--- config.mk ---
export PLATFORM = sky130hd
export DESIGN_NAME = i2c_slave_responder
export DESIGN_NICKNAME = d
export VERILOG_FILES = /design/src/rtl/i2c_pkg.sv /design/src/rtl/i2c_line_sync.sv /design/src/rtl/i2c_slave_responder.sv
export SDC_FILE = /design/constraint.sdc
export NUM_CORES = 1
export LEC_CHECK = 0
export BUFFER_PORTS_ARGS = -buffer_cell sky130_fd_sc_hd__buf_2
export CAP_MARGIN = 0
export CELL_PAD_IN_SITES_DETAIL_PLACEMENT = 0
export CELL_PAD_IN_SITES_GLOBAL_PLACEMENT = 2
export CORE_UTILIZATION = 30
export CTS_CLUSTER_SIZE = 20
export DETAILED_ROUTE_END_ITERATION = 8
export PLACE_DENSITY = 0.73
export SLEW_MARGIN = 10
export SYNTH_ARGS = -nofsm -noshare
export SYNTH_HDL_FRONTEND = slang
export SYNTH_SLANG_ARGS = --single-unit
export TNS_END_PERCENT = 20
--- constraint.sdc ---
create_clock -name clk_i -period 1.8 [get_ports clk_i]
set_input_delay 0 -clock clk_i [delete_from_list [all_inputs] [get_ports clk_i]]
set_output_delay 0 -clock clk_i [all_outputs]
set_load 0.05 [all_outputs]
--- src/rtl/i2c_pkg.sv ---
// Shared I2C types and constants for the bus responder and its line front end.
package i2c_pkg;

  localparam int I2C_ADDR_WIDTH = 7;
  localparam int I2C_DATA_WIDTH = 8;

  localparam logic I2C_ACK = 1'b0;
  localparam logic I2C_NAK = 1'b1;

  typedef enum logic {
    I2C_WRITE = 1'b0,
    I2C_READ  = 1'b1
  } i2c_op_t;

  typedef enum logic [2:0] {
    IDLE,
    ADDR,
    ADDR_ACK,
    WR_DATA,
    WR_ACK,
    RD_LOAD,
    RD_DATA,
    RD_ACK
  } i2c_slv_state_t;

endpackage

--- src/rtl/i2c_line_sync.sv ---
// Synchronizes raw scl/sda and derives scl edges plus START/STOP conditions.
module i2c_line_sync #(
  parameter int SYNC_STAGES = 2
) (
  input  logic clk,
  input  logic scl_raw,
  input  logic sda_raw,
  output logic sda,
  output logic scl_rise,
  output logic scl_fall,
  output logic start_det,
  output logic stop_det
);

  logic [SYNC_STAGES-1:0] scl_sr;
  logic [SYNC_STAGES-1:0] sda_sr;
  logic                   scl;
  logic                   scl_q;
  logic                   sda_q;

  // No reset: the chains keep tracking the bus so leaving reset never fakes an edge.
  always_ff @(posedge clk) begin
    scl_sr <= {scl_sr[SYNC_STAGES-2:0], scl_raw};
    sda_sr <= {sda_sr[SYNC_STAGES-2:0], sda_raw};
    scl_q  <= scl_sr[SYNC_STAGES-1];
    sda_q  <= sda_sr[SYNC_STAGES-1];
  end

  assign scl       = scl_sr[SYNC_STAGES-1];
  assign sda       = sda_sr[SYNC_STAGES-1];
  assign scl_rise  = scl & ~scl_q;
  assign scl_fall  = ~scl & scl_q;
  assign start_det = scl & scl_q & sda_q & ~sda;
  assign stop_det  = scl & scl_q & ~sda_q & sda;

endmodule

--- src/rtl/i2c_slave_responder.sv ---
// I2C responder: address match/ACK, write-byte strobe, read bytes from a valid/ready
// source with optional SCL stretching while read data is missing.
//
// state    | meaning
// ---------+-------------------------------------------------------------
// IDLE     | bus ignored until START
// ADDR     | shifting in the address byte
// ADDR_ACK | pulling sda low for the address ACK bit
// WR_DATA  | shifting in a write byte
// WR_ACK   | pulling sda low for the data ACK bit
// RD_LOAD  | fetching the next read byte (stretching scl if enabled)
// RD_DATA  | driving read bits 7..0
// RD_ACK   | sampling master ACK/NAK
module i2c_slave_responder
  import i2c_pkg::*;
#(
  parameter logic [I2C_ADDR_WIDTH-1:0] SLAVE_ADDR  = 7'h22,
  parameter int                        SYNC_STAGES = 2,
  parameter bit                        STRETCH_EN  = 1'b1
) (
  input  logic                      clk_i,
  input  logic                      rst_i,
  input  logic                      scl_i,
  input  logic                      sda_i,
  output logic                      scl_o,
  output logic                      sda_o,
  output logic [I2C_DATA_WIDTH-1:0] rx_data_o,
  output logic                      rx_valid_o,
  input  logic [I2C_DATA_WIDTH-1:0] tx_data_i,
  input  logic                      tx_valid_i,
  output logic                      tx_ready_o,
  output logic                      start_o,
  output logic                      stop_o,
  output i2c_op_t                   rw_o,
  output logic                      busy_o,
  output logic                      nak_o
);

  localparam logic [3:0] LAST_BIT  = 4'(I2C_DATA_WIDTH - 1);
  localparam logic [3:0] BYTE_BITS = 4'(I2C_DATA_WIDTH);

  i2c_slv_state_t            state;
  logic [3:0]                bit_cnt;
  logic [I2C_DATA_WIDTH-1:0] shift;
  logic                      sda;
  logic                      scl_rise;
  logic                      scl_fall;
  logic                      start_det;
  logic                      stop_det;

  i2c_line_sync #(.SYNC_STAGES(SYNC_STAGES)) u_line_sync (
    .clk       (clk_i),
    .scl_raw   (scl_i),
    .sda_raw   (sda_i),
    .sda       (sda),
    .scl_rise  (scl_rise),
    .scl_fall  (scl_fall),
    .start_det (start_det),
    .stop_det  (stop_det)
  );

  always_ff @(posedge clk_i) begin
    if (!rst_i) begin
      state      <= IDLE;
      bit_cnt    <= '0;
      shift      <= '0;
      scl_o      <= 1'b1;
      sda_o      <= 1'b1;
      rx_data_o  <= '0;
      rx_valid_o <= 1'b0;
      tx_ready_o <= 1'b0;
      start_o    <= 1'b0;
      stop_o     <= 1'b0;
      rw_o       <= I2C_WRITE;
      busy_o     <= 1'b0;
      nak_o      <= 1'b0;
    end else begin
      start_o    <= 1'b0;
      stop_o     <= 1'b0;
      rx_valid_o <= 1'b0;
      tx_ready_o <= 1'b0;
      nak_o      <= 1'b0;
      if (start_det) begin
        state   <= ADDR;
        bit_cnt <= '0;
        start_o <= 1'b1;
        busy_o  <= 1'b0;
        sda_o   <= 1'b1;
        scl_o   <= 1'b1;
      end else if (stop_det) begin
        state  <= IDLE;
        stop_o <= 1'b1;
        busy_o <= 1'b0;
        sda_o  <= 1'b1;
        scl_o  <= 1'b1;
      end else begin
        case (state)
          ADDR: if (scl_rise) begin
            shift   <= {shift[I2C_DATA_WIDTH-2:0], sda};
            bit_cnt <= bit_cnt + 4'd1;
            if (bit_cnt == LAST_BIT) begin
              // shift still holds the seven address bits; sda is the R/W bit
              if (shift[I2C_ADDR_WIDTH-1:0] == SLAVE_ADDR) begin
                rw_o   <= i2c_op_t'(sda);
                busy_o <= 1'b1;
                state  <= ADDR_ACK;
              end else begin
                state <= IDLE;
              end
            end
          end
          ADDR_ACK, WR_ACK: if (scl_fall) begin
            // first fall starts the ACK bit, second fall ends it
            if (sda_o) begin
              sda_o <= I2C_ACK;
            end else begin
              sda_o   <= 1'b1;
              bit_cnt <= '0;
              state   <= (state == ADDR_ACK && rw_o == I2C_READ) ? RD_LOAD : WR_DATA;
            end
          end
          WR_DATA: if (scl_rise) begin
            shift   <= {shift[I2C_DATA_WIDTH-2:0], sda};
            bit_cnt <= bit_cnt + 4'd1;
            if (bit_cnt == LAST_BIT) begin
              rx_data_o  <= {shift[I2C_DATA_WIDTH-2:0], sda};
              rx_valid_o <= 1'b1;
              state      <= WR_ACK;
            end
          end
          RD_LOAD: begin
            if (tx_valid_i) begin
              shift      <= tx_data_i;
              sda_o      <= tx_data_i[I2C_DATA_WIDTH-1];
              tx_ready_o <= 1'b1;
              bit_cnt    <= '0;
              state      <= RD_DATA;
            end else if (STRETCH_EN) begin
              scl_o <= 1'b0;
            end else begin
              shift   <= '1;
              sda_o   <= 1'b1;
              bit_cnt <= '0;
              state   <= RD_DATA;
            end
          end
          RD_DATA: begin
            // a stretch ends one clock after bit 7 is already on sda
            if (!scl_o) scl_o <= 1'b1;
            if (scl_rise) begin
              bit_cnt <= bit_cnt + 4'd1;
            end else if (scl_fall) begin
              if (bit_cnt == BYTE_BITS) begin
                sda_o <= 1'b1;
                state <= RD_ACK;
              end else begin
                shift <= {shift[I2C_DATA_WIDTH-2:0], 1'b0};
                sda_o <= shift[I2C_DATA_WIDTH-2];
              end
            end
          end
          RD_ACK: begin
            if (scl_rise) begin
              if (sda == I2C_NAK) begin
                nak_o  <= 1'b1;
                busy_o <= 1'b0;
                state  <= IDLE;
              end
            end else if (scl_fall) begin
              state <= RD_LOAD;
            end
          end
          default: ;
        endcase
      end
    end
  end

endmodule

==> impl_metrics.yaml <==
timing:
  postLayoutSetupSlackWorst_ps: 16.6
  setup_violations: 0
  max_slew_margin_pct: 70.0
  fin_crit_ps: 1780
  min_period_over_period_pct: 99.1
  rsz0062_at_grt: "true"
  hold_ws_ps: 49.3
  hold_viol: 0
  slew_violations: 0
  fin_skew_ps: 2.12
  tightest_slew_ps: 449
  fmax_mhz: 561
die:
  rows: 28
  core_area_um2: 5990
  start_util_pct: 31.6
  die_w_um: 81.5
  fp.dieArea_um2: 6640
  io_pins: 30
  die_y_um: 81.5
layout:
  fin_util_pct: 43.7
  finalNetCount: 299
  diodes: 0
  area_growth_syn_to_layout_pct: 38.2
  finalInstanceArea_um2: 2620
  drive_gt1_share_pct: 37.4
power:
  p_comb_share_pct: 7.9
  p_total_uw: 1560
  swShare_pct: 24.2
  internal_power_uw: 1190
  switching_power_uw: 378
  seqPwrFrac_pct: 53.4
  ir_worst_vdd_mv: 0.428
  p_per_area_nw_per_um2: 598
  p_leak_uw: 0.00121
  clock_power_share_pct: 38.6
clock_network:
  cts_root_buffer: "clkbuf_8"
  cts.sinks: 37
  clock_path_buffers: 2
  h-tree-depth: 2
  cts.clk_slew.worst_paths_ps: 70
  cts_tree: "done"
  clock_latency_ps: 290
  numCtsBuffers: 5
global_route:
  grt.total_usage_pct: 15.7
  grt.overflow.total: 0
  grt_pass1_vias: 1568
  grt_max_degree: 17
  grt_pass1_wl_um: 7800
  grt_antenna_before_repair: 0
drt:
  first_pass_iters: 4
  vias_per_cell: 4.90
  wirelength_um: 4920
  drt-initial-drc-count: 60
  drcViolationCount: 0
  antenna_left: 0
  wl_per_cell_um: 13.8
  vias: 1744
yosys:
  yosysSeqAreaShare_pct: 39.1
  synth_async_sr_flop_share_pct: 0
  avgSynthCellArea_um2: 8.81
  syn_inst: 215
  netlist_area_um2: 1890
  synth_edf_count: 0
  synth_top_family_by_area: "compound AO/OA/AOI/OAI gates"
  ys.flop_type: "dfxtp_1"
  ys_warn_count: 0
  synth_cell_types: 48
  synthAdderAreaFrac_pct: 3.30
  synth_fp_nets: 233
  yosys.area_share.simple_pct: 21.1
  yosys_register_bits: 37
  synth_xor_area_share_pct: 0.925
  synth-compound-area-share_pct: 21.2
  synthMuxAreaShare_pct: 7.93
worst_hold_path:
  hold_path.class: "input pin to flip-flop"
place:
  port_buffers: 29
  place_area_um2: 2320
  place_congestion: 0.781
  dp.final_hpwl_um: 3620
  dpl_worst_slack_ps: -106
critical_path:
  critPathKind: "flip-flop to flip-flop"
  worst_ep_arrival_time_ps: 1960
  cp_max_fo: 6
  crit_required_ps: 1980
  cp-start-kind: "flip-flop"
  end_kind: "flip-flop"
outcome:
  status: "finished, final reports clean"
run:
  drv_cap: 0
sequential cells by signal, summed over array words and instances (netlist names):
signal              flops
sda_o                   1
tx_ready_o              1
stop_o                  1
state                   3
shift                   7
rw_o                    1
busy_o                  1
nak_o                   1
u_line_sync.sda_q       1
u_line_sync.scl_q       1
u_line_sync.scl_sr      2
start_o                 1
rx_data_o               8
scl_o                   1
bit_cnt                 4
rx_valid_o              1
u_line_sync.sda_sr      2
cells in the mapped netlist (2+ instances only):
| cell type | number | share of area [%] |
|---|---|---|
| dfxtp_1 | 37 | 39 |
| nand2_1 | 22 | 4.4 |
| nor2_1 | 20 | 4.0 |
| mux2i_1 | 15 | 7.9 |
| inv_1 | 13 | 2.6 |
| o21ai_0 | 11 | 2.9 |
| a21oi_1 | 8 | 2.1 |
| nand3_1 | 7 | 1.8 |
| nor2b_1 | 6 | 2.0 |
| a211oi_1 | 5 | 2.0 |
| buf_2 | 5 | 1.3 |
| ha_1 | 5 | 3.3 |
| nand2b_1 | 5 | 1.7 |
| clkbuf_1 | 4 | 0.79 |
| a22o_1 | 3 | 1.4 |
| and3b_1 | 3 | 1.4 |
| a211oi_2 | 2 | 1.3 |
| a221oi_1 | 2 | 0.92 |
| a31o_2 | 2 | 0.92 |
| and2_1 | 2 | 0.66 |
| buf_6 | 2 | 1.2 |
| nand4_1 | 2 | 0.66 |
| nor3_1 | 2 | 0.53 |
| nor4_1 | 2 | 0.66 |
| nor4b_1 | 2 | 0.92 |
| o21a_1 | 2 | 0.79 |
| o22ai_1 | 2 | 0.66 |
| o31ai_1 | 2 | 0.79 |
| o32ai_1 | 2 | 0.92 |
| xor2_1 | 2 | 0.92 |
cells in the final DEF, fill, tap and decap left out, drive strengths merged, types with 7 or more instances in the layout:
cell type,Yosys,final
buf,8,68
dfxtp,37,37
nand2,22,22
nor2,20,20
mux2i,15,15
inv,13,13
o21ai,12,12
a21oi,8,8
nand3,7,7
a211oi,7,7
nor2b,7,7
per-stage QoR:
step | cells | setup TNS [ps]
final | 356 | 0
after global routing | 356 | -229
after CTS | 356 | -182
after detailed placement | 338 | -688
after global placement | 338 | -182
after floorplan | 215 | 0
path summary, 6_finish.rpt:
kind / cells after the start / start / endpoint / slack (ps)
min: 3 / tx_data_i[4] / shift[4] / 50
max: 9 / u_line_sync.scl_q / shift[6] / 20
min reg2reg: 0 / u_line_sync.sda_sr[0] / u_line_sync.sda_sr[1] / 330
max reg2reg: 9 / u_line_sync.scl_q / shift[6] / 20
area by class of cell:
| type | instances | area, µm² |
|---|---|---|
| tap | 75 | 93.8 |
| clock inverter | 1 | 7.51 |
| timing repair buffer | 71 | 512 |
| fill | 612 | 3370 |
| inverter | 14 | 52.6 |
| sequential | 37 | 749 |
| clock buffer | 6 | 82.6 |
| multi-input combinational | 152 | 1120 |
timing repair:
item / CTS / global route
hold buffers: 3 / 0
endpoints found under the setup margin: 10 / 13
gates cloned: 1 / 0
hold endpoints to repair: 3 / 0
pin swaps: 10 / 5
resized for setup: 15 / 20
buffers inserted: 7 / 1
per-layer routing:
layer | vias to the layer above | track usage, % | wire [µm]
met5 | - | 0 | 0
met4 | 0 | 4.29 | 37
met3 | 4 | 3.33 | 143
met2 | 20 | 25.2 | 2250
met1 | 828 | 21.3 | 2480
li1 | 892 | - | -
power groups by stage:
| stage | Sequential (µW) | Combinational [µW] | Clock (µW) |
|---|---|---|---|
| global route | 837 | 137 | 653 |
| global placement | 854 | 105 | 0 |
| finish | 836 | 124 | 604 |
| detailed placement | 854 | 105 | 0 |
| floorplan | 854 | 56.1 | 0 |
| CTS | 836 | 121 | 626 |
logic make-up (layout without fill, tap and decap cells):
family | after synthesis | count (layout)
adders and majority gates | 5 | 5
xor gates and xnor gates | 2 | 2
AOI/OAI and AO/OA | 52 | 52
buffers and inverters | 26 | 92
and+or+nand+nor | 78 | 78
muxes | 15 | 15
DFF | 37 | 37
worst max-delay path, stage by stage, from the launching register on:
cell	delay (ps)
dfxtp_4	380
inv_2	50
ha_4	150
nand2b_4	130
a22o_4	240
a221oi_4	330
buf_6	160
buf_16	110
buf_6	90
a211oi_2	50
Power figures use the tool's default switching activity.
